File: src/rtl/tc_pl_cap_gain_read.sv
// tc_pl_cap_gain_read
//   Read-back engine for the gain-partitioned capture buffer. On a start
//   pulse it walks the region of the selected gain, one read per point
//   (16 address units apart), with at most MAX_OUTST reads awaiting data.
//   Returned data is forwarded as a registered point stream.
//
// Ports
//   clk, rst           clock, asynchronous active-low reset
//   start              one-cycle start pulse (honoured in IDLE only)
//   gain_value         gain region to read
//   cap_points         points per gain region
//   cap_addr           capture buffer base address
//   rd_req/rd_addr     read request and its address
//   rd_ack             request accepted (transfer when rd_req && rd_ack)
//   rd_dvld/rd_data    read data return
//   out_valid/out_data registered point stream, out_last on the final point
//   busy               read-back in progress
//   done               one-cycle completion pulse
//   rd_err             sticky: read data returned with nothing outstanding
module tc_pl_cap_gain_read #(
  parameter int CAP0_1    = 3,
  parameter int CAP0_6    = 14,
  parameter int CAP0_7    = 32,
  parameter int DATA_W    = 64,
  parameter int MAX_OUTST = 4
) (
  input  logic                clk,
  input  logic                rst,
  input  logic                start,
  input  logic [CAP0_1-2:0]   gain_value,
  input  logic [CAP0_6-1:0]   cap_points,
  input  logic [CAP0_7-1:0]   cap_addr,
  output logic                rd_req,
  output logic [CAP0_7-1:0]   rd_addr,
  input  logic                rd_ack,
  input  logic                rd_dvld,
  input  logic [DATA_W-1:0]   rd_data,
  output logic                out_valid,
  output logic [DATA_W-1:0]   out_data,
  output logic                out_last,
  output logic                busy,
  output logic                done,
  output logic                rd_err
);

  localparam int OW = $clog2(MAX_OUTST + 1);
  localparam logic [OW-1:0] MAX_O = OW'(MAX_OUTST);

  typedef enum logic [1:0] {IDLE, RUN, FIN} state_t;

  state_t              state_q, state_d;
  logic [CAP0_7-1:0]   addr_q, addr_d;
  logic [CAP0_6-1:0]   pts_q, pts_d;
  logic [CAP0_6-1:0]   iss_q, iss_d;
  logic [CAP0_6-1:0]   rcv_q, rcv_d;
  logic [OW-1:0]       outst_q, outst_d;
  logic                err_q, err_d;
  logic                ov_q, ov_d;
  logic [DATA_W-1:0]   od_q, od_d;
  logic                ol_q, ol_d;

  logic                accept;
  logic                good_dvld;
  logic                final_rsp;
  logic [CAP0_7-1:0]   base_calc;

  // Shift before multiply, multiply before add, all modulo 2^CAP0_7.
  assign base_calc = cap_addr + (CAP0_7'(gain_value) * (CAP0_7'(cap_points) << 4));

  always_comb begin
    state_d = state_q;
    addr_d  = addr_q;
    pts_d   = pts_q;
    iss_d   = iss_q;
    rcv_d   = rcv_q;
    outst_d = outst_q;
    err_d   = err_q;
    od_d    = od_q;

    rd_req    = (state_q == RUN) && (iss_q < pts_q) && (outst_q < MAX_O);
    accept    = rd_req && rd_ack;
    // Only data matching an outstanding read is forwarded and counted.
    good_dvld = rd_dvld && (state_q == RUN) && (outst_q != '0);
    final_rsp = good_dvld && ((rcv_q + CAP0_6'(1)) == pts_q);

    ov_d = good_dvld;
    ol_d = final_rsp;
    if (good_dvld) od_d = rd_data;

    case (state_q)
      IDLE: begin
        if (start) begin
          addr_d  = base_calc;
          pts_d   = cap_points;
          iss_d   = '0;
          rcv_d   = '0;
          outst_d = '0;
          err_d   = 1'b0;
          state_d = (cap_points == '0) ? FIN : RUN;
        end
      end
      RUN: begin
        if (accept) begin
          iss_d  = iss_q + CAP0_6'(1);
          addr_d = addr_q + CAP0_7'(16);
        end
        if (good_dvld) rcv_d = rcv_q + CAP0_6'(1);
        outst_d = outst_q + OW'(accept) - OW'(good_dvld);
        if (final_rsp) state_d = FIN;
      end
      FIN: begin
        state_d = IDLE;
      end
      default: begin
        state_d = IDLE;
      end
    endcase

    if (rd_dvld && !good_dvld) err_d = 1'b1;
  end

  always_ff @(posedge clk or negedge rst) begin
    if (!rst) begin
      state_q <= IDLE;
      addr_q  <= '0;
      pts_q   <= '0;
      iss_q   <= '0;
      rcv_q   <= '0;
      outst_q <= '0;
      err_q   <= 1'b0;
      ov_q    <= 1'b0;
      od_q    <= '0;
      ol_q    <= 1'b0;
    end else begin
      state_q <= state_d;
      addr_q  <= addr_d;
      pts_q   <= pts_d;
      iss_q   <= iss_d;
      rcv_q   <= rcv_d;
      outst_q <= outst_d;
      err_q   <= err_d;
      ov_q    <= ov_d;
      od_q    <= od_d;
      ol_q    <= ol_d;
    end
  end

  assign rd_addr   = addr_q;
  assign out_valid = ov_q;
  assign out_data  = od_q;
  assign out_last  = ol_q;
  assign busy      = (state_q == RUN);
  assign done      = (state_q == FIN);
  assign rd_err    = err_q;

endmodule

File: config.mk
export PLATFORM = sky130hd
export DESIGN_NAME = tc_pl_cap_gain_read
export DESIGN_NICKNAME = d
export VERILOG_FILES = /design/src/rtl/tc_pl_cap_gain_read.sv
export SDC_FILE = /design/constraint.sdc
export NUM_CORES = 1
export LEC_CHECK = 0
export CAP_MARGIN = 10
export CORE_MARGIN = 2
export CORE_UTILIZATION = 47
export CTS_BUF_LIST = sky130_fd_sc_hd__clkbuf_4
export CTS_CLUSTER_SIZE = 28
export DETAILED_ROUTE_END_ITERATION = 8
export PLACE_DENSITY = 0.87
export REMOVE_ABC_BUFFERS = 1
export SETUP_SLACK_MARGIN = 0.05
export SLEW_MARGIN = 10
export SYNTH_ARGS = -nofsm -noshare
export SYNTH_HDL_FRONTEND = slang
export SYNTH_SLANG_ARGS = --single-unit
File: constraint.sdc
create_clock -name clk -period 3.4 [get_ports clk]
set_clock_uncertainty 0.15 [all_clocks]
set_input_delay 0.34 -clock clk [delete_from_list [all_inputs] [get_ports clk]]
set_output_delay 0.34 -clock clk [all_outputs]
set_load 0.005 [all_outputs]
Word-level counts from Yosys, hierarchy flattened
Index checks and enable logic that the tools add are counted.
{"block": "classes", "n_addsub": 6, "mul": 1, "order_cmp": 2, "n_eq_ne": 7, "n_mux": 17, "reduce_logical": 20}
{"cell": "$mux 32", "n": 2}
{"cell": "$pmux 32 s2", "n": 1}
{"cell": "$pmux 14 s2", "n": 2}
{"cell": "$mux 14", "n": 3}
{"cell": "$add 32x20->32", "n": 1}
{"cell": "$add 32x5->32 const B", "n": 1}
{"cell": "$add 14x1->14 const B", "n": 2}
{"cell": "$mul 2x14->16", "n": 1}
{"cell": "$eq 14x14->1", "n": 1}
{"cell": "$logic_not 14->1", "n": 1}
{"cell": "$lt 14x14->1", "n": 1}
{"cell": "$reduce_and 2->1", "n": 4}
{"cell": "$logic_and 1x1->1", "n": 7}
{"cell": "$mux 2", "n": 3}
{"cell": "$ne 2x1->1 const B", "n": 3}
{"cell": "$pmux 3 s2", "n": 1}
{"cell": "$reduce_and 3->1", "n": 2}
{"cell": "$reduce_bool 2->1", "n": 3}
{"cell": "$pmux 2 s2", "n": 1}
{"cell": "$add 3x1->3", "n": 1}
{"cell": "$lt 3x3->1 const B", "n": 1}
{"cell": "$mux 1", "n": 3}
{"cell": "$mux 3", "n": 1}
{"cell": "$reduce_bool 3->1", "n": 1}
{"cell": "other kinds (6)", "n": 6}
{"block": "word_totals", "ff_bits": 146, "inputBits": 117, "output_inout_bits": 102}

Longest topological paths before layout
Gate-level depths: netlist of run 1.
{"block": "depth", "ltp_word": 7, "depth_mapped": 20, "depth_no_buf": 19}

Worst setup path before layout of run 1
No wires, ideal clock.
{"block": "synth_timing", "kind": "in2reg", "from": "input port gain_value[1]", "to": "register addr_q[31] (netlist: rd_addr[31])", "setup_time_ps": 82, "arrival_ps": 4164, "t_required_ps": 3168, "slack_ps": -996, "stages": 18, "path_buffers": 1, "cell_sequence": "clkbuf_1 > nand2_1 > inv_1 > ha_1 > a211oi_1 > o21ai_0 > a31o_2 > a41o_1 > nor4_1 > nor2_1 > xor2_1 > ha_1 > and4_1 > nand4_1 > a311oi_1 > nor2_1 > or4_1 > a31oi_1"}
{"block": "synth_via", "elab_chain_cells": 4}
{"item": "from (decl)", "line": "30", "text": "input logic [CAP0_1-2:0] gain_value,"}
{"item": "$mul 2x14->16", "line": "68", "text": "assign base_calc = cap_addr + (CAP0_7'(gain_value) * (CAP0_7'(cap_points) << 4));"}
{"item": "$add 32x20->32", "line": "68"}
{"item": "$mux 32", "line": "92", "text": "if (start) begin"}
{"item": "$pmux 32 s2", "line": "90", "text": "case (state_q)"}
{"item": "to (signal assigned)", "line": "136", "text": "addr_q <= addr_d;"}
{"item": "to (decl)", "line": "52", "text": "logic [CAP0_7-1:0] addr_q, addr_d;"}
No other way between the ends. The select of a mux whose other input is x is not followed.
A chain may end at the register's enable or synchronous reset.

Worst setup path in the final report of run 1
{"block": "layout_timing", "from": "input port gain_value[0]", "to": "register addr_q[27] (netlist: rd_addr[27])"}
Same word-level chain as after synthesis.

==> results.json, run 1 <==
{
  "avgRoutedWirePerCell_um": 18.1,
  "finalMaxSlewViolations": 0,
  "nFillCells": 1302,
  "numCtsBuffers": 17,
  "p_leak_nw": 6.25,
  "hpwl_um": 20800,
  "pwr-share-comb_pct": 45.1,
  "finalNetCount": 1642,
  "syn-cell-area_um2": 9050,
  "yosys.cell_types.count": 65,
  "setup_ws_ns": -0.238,
  "worstSkewPairLatency_ns": 0.59,
  "max-cap-violations": 0,
  "place_congestion": 0.955,
  "end_kind": "flip-flop",
  "min_period_ns": 3.64,
  "num_antenna_cells": 0,
  "path_buf_inv": 6,
  "portBuffers": 218,
  "slowest_delay_ns": 0.35,
  "firstDrtPassIters": 6,
  "die-area_um2": 20400,
  "start_util_pct": 48.1,
  "slew_headroom_pct": 34.8,
  "syn_inst": 1096,
  "clockPowerShare_pct": 16.7,
  "track_usage_pct": 28.2,
  "routed_wl_um": 31700,
  "crit_family": "compound AO/OA/AOI/OAI gates",
  "synth_top_area_share_pct": 40.4,
  "sw_frac_of_total_pct": 37.9,
  "synth_common_cells": "nand2_1 (301), dfrtp_1 (146), o21ai_0 (70), nor2_1 (60), a21oi_1 (50)",
  "path_cells": "buf_8 > buf_6 > buf_6 > and2_4 > ha_4 > and2_4 > a31o_4 > a41o_1 > nor4_2 > buf_4 > nor2_4 > xor2_1 > ha_1 > and4_1 > nand4_1 > a311oi_2 > buf_4 > buf_6 > o211ai_1 > xor2_1 > a221oi_2",
  "power_mw": 6.33,
  "hp-class": "in2reg",
  "cp_slowest_cell": "ha_1",
  "rsz0062_at_grt": "true",
  "p_per_area_nw_per_um2": 464,
  "grt_pass1_wl_um": 46300,
  "critPathKind": "in2reg",
  "dp.cells": 1662,
  "cp.arrival_ns": 3.99,
  "synth_ff_type": "dfrtp_1",
  "fin_crit_sh_pct": 107,
  "yosysMostFrequentCell": "nand2_1",
  "cts_num_sinks": 146,
  "cts_buffer_depth": 2,
  "ioPinCount": 219,
  "gr-total-overflow": 0,
  "grt_pass1_vias": 9615,
  "final_cells": 1746,
  "ys_seq_area_share_pct": 40.4,
  "core_area_um2": 18800,
  "finalHoldViolCount": 0,
  "worstSetupStartpointType": "input pin",
  "viasPerCell": 5.83,
  "ys_ff_latch": 146,
  "synth_edf_count": 0,
  "vias": 10200,
  "die_h_um": 143,
  "drive_gt1_share_pct": 21.8,
  "tightest_slew_ns": 0.973,
  "p_seq_share_pct": 38.2,
  "core.rowCount": 50,
  "die_w_um": 143,
  "grt_max_degree": 89,
  "intPower_mw": 3.93,
  "path_clk_slew_ns": 0.14,
  "drt_iter0_markers": 850,
  "drc": 0,
  "cts_tree": "built",
  "irDropWorstVdd_mv": 0.380,
  "fmax_mhz": 275,
  "synth_async_sr_flop_share_pct": 100,
  "syn_avg_cell_area_um2": 8.26,
  "synth_area_leaders": "dfrtp_1 (40%), nand2_1 (12%), ha_1 (6.8%), o21ai_0 (3.9%), xnor2_1 (3.5%)",
  "antenna_found_initial": 0,
  "tns_ns": -1.82,
  "status": "complete, but fails checks",
  "finalSetupViolCount": 14,
  "p_sw_mw": 2.40,
  "path_max_fanout": 6,
  "ant_nets": 0,
  "crit_path_frequent_cell": "buf_6",
  "critPathRequiredTime_ns": 3.75,
  "synth_warnings": 0,
  "synth_top_area_cell": "dfrtp_1",
  "failed_checks": "negative setup slack",
  "area_growth_pct": 50.6,
  "cts_max_level": 4,
  "cts_root_buf": "clkbuf_4"
}
layout by cell type (no fill, tap or decap), types with 6 or more instances in the layout:
cell               n
nand3_1           32
inv_6              6
a21o_1            11
o21ai_0           62
nor2_1            57
ha_1              31
nor3_1            19
dlygate4sd3_1      7
o211ai_1           9
inv_1             21
and3_1            14
or3_1              8
a21oi_1           44
nand4_1           15
xnor2_1           34
ha_4              15
dfrtp_1          146
clkdlybuf4s50_1  204
xor2_1            22
a31oi_1            8
inv_2             11
or4_1              7
o21a_1             6
o21ai_1            6
buf_4            165
a211oi_1           7
clkbuf_4          17
nand2_1          297
and2_4            15
a21oi_2            6
buf_6             15
and2_1            16
nor4_1             9
cells by family after synthesis:
logic type                 count (synthesis)  synth area share [%]
xor gates and xnor gates                  59                  5.71
adders and majority gates                 52                  7.44
AOI/OAI and AO/OA                        231                  16.8
buffers and inverters                     79                  3.37
DFF                                      146                  40.4
muxes                                      4                 0.456
and+or+nand+nor                          525                  25.9
metal layers:
metal | vias to the layer above | wire length (um) | track usage, %
met4 | 0 | 1210 | 9.02
met3 | 135 | 2560 | 5.50
li1 | 4593 | - | -
met2 | 557 | 16000 | 51.0
met1 | 4891 | 11900 | 33.8
met5 | - | 0 | 0
final timing paths:
| check | from | endpoint | slack, ns | cells after the start |
|---|---|---|---|---|
| max | gain_value[0] | rd_addr[27] | -0.24 | 21 |
| min | cap_points[6] | pts_q[6] | 0.06 | 4 |
| max reg2reg | pts_q[1] | rd_addr[30] | -0.11 | 17 |
| min reg2reg | out_data[32] | out_data[32] | 0.34 | 2 |
| max in group asynchronous | rst | rd_addr[18] | 1.89 | 3 |
| min in group asynchronous | rst | out_data[54] | 0.22 | 2 |
sequential cells by signal (all words and copies together), names as in the netlist:
register,flops
rcv_q,14
state_q,2
rd_addr,32
rd_err,1
pts_q,14
outst_q,3
out_last,1
iss_q,14
out_valid,1
out_data,64
worst register-to-register path, stage by stage (launching register included):
cell and delay (ns):
dfrtp_1 0.41, inv_1 0.08, ha_1 0.24, a21oi_2 0.18, o21ai_2 0.09, buf_4 0.13, buf_4 0.12, buf_4 0.12
buf_4 0.12, buf_6 0.11, buf_6 0.11, buf_4 0.13, a21oi_2 0.14, o211ai_1 0.32, nand2_1 0.23, buf_8 0.23
a2bb2oi_1 0.11, or3_1 0.39
per-stage QoR:
stage	utilization, %	area [um2]	hold WS [ns]	setup slack, ns
2_1_floorplan	-	8880	-0.106	-2.00
3_3_place_gp	65.8	12400	0.306	-1.19
3_5_place_dp	65.8	12400	0.311	-1.31
4_1_cts	69.9	13200	0.0484	-0.0692
5_1_grt	72.4	13600	0.0925	-0.385
6_report	72.4	13600	0.0632	-0.238
power groups by stage:
stage	logic, mW	clock network [mW]	registers [mW]
floorplan	1.08	0	2.43
global placement	2.41	0	2.41
detailed placement	2.50	0	2.43
CTS	2.68	1.06	2.40
global route	3.10	1.14	2.46
finish	2.86	1.06	2.42
final cells by class:
cell class | count | area [um2] | area share, %
clock buffers | 17 | 128 | 0.936
clock inverters | 15 | 121 | 0.890
inverters | 34 | 134 | 0.982
multi-input cells | 871 | 5630 | 41.3
flip-flops and latches | 146 | 3650 | 26.8
well taps | 260 | 325 | 2.39
repair buffers | 403 | 3640 | 26.7
timing repair:
item,4_1_cts,5_1_grt
hold buffers,5,2
pin swaps,58,50
resized for setup,109,72
endpoints found under the setup margin,22,33
hold endpoints to repair,90,2
setup buffers,30,19
(Power assumes the default switching activity.)
==> inputs of run 2 (changes only) <==
--- a/config.mk
+++ b/config.mk
@@ -5,7 +5,7 @@
 export SDC_FILE = /design/constraint.sdc
 export NUM_CORES = 1
 export LEC_CHECK = 0
-export CAP_MARGIN = 10
+export CAP_MARGIN = 20
 export CORE_MARGIN = 2
 export CORE_UTILIZATION = 47
 export CTS_BUF_LIST = sky130_fd_sc_hd__clkbuf_4
==> results of run 2 <==
Final layout, timing and power as in run 1 (identical DEF).
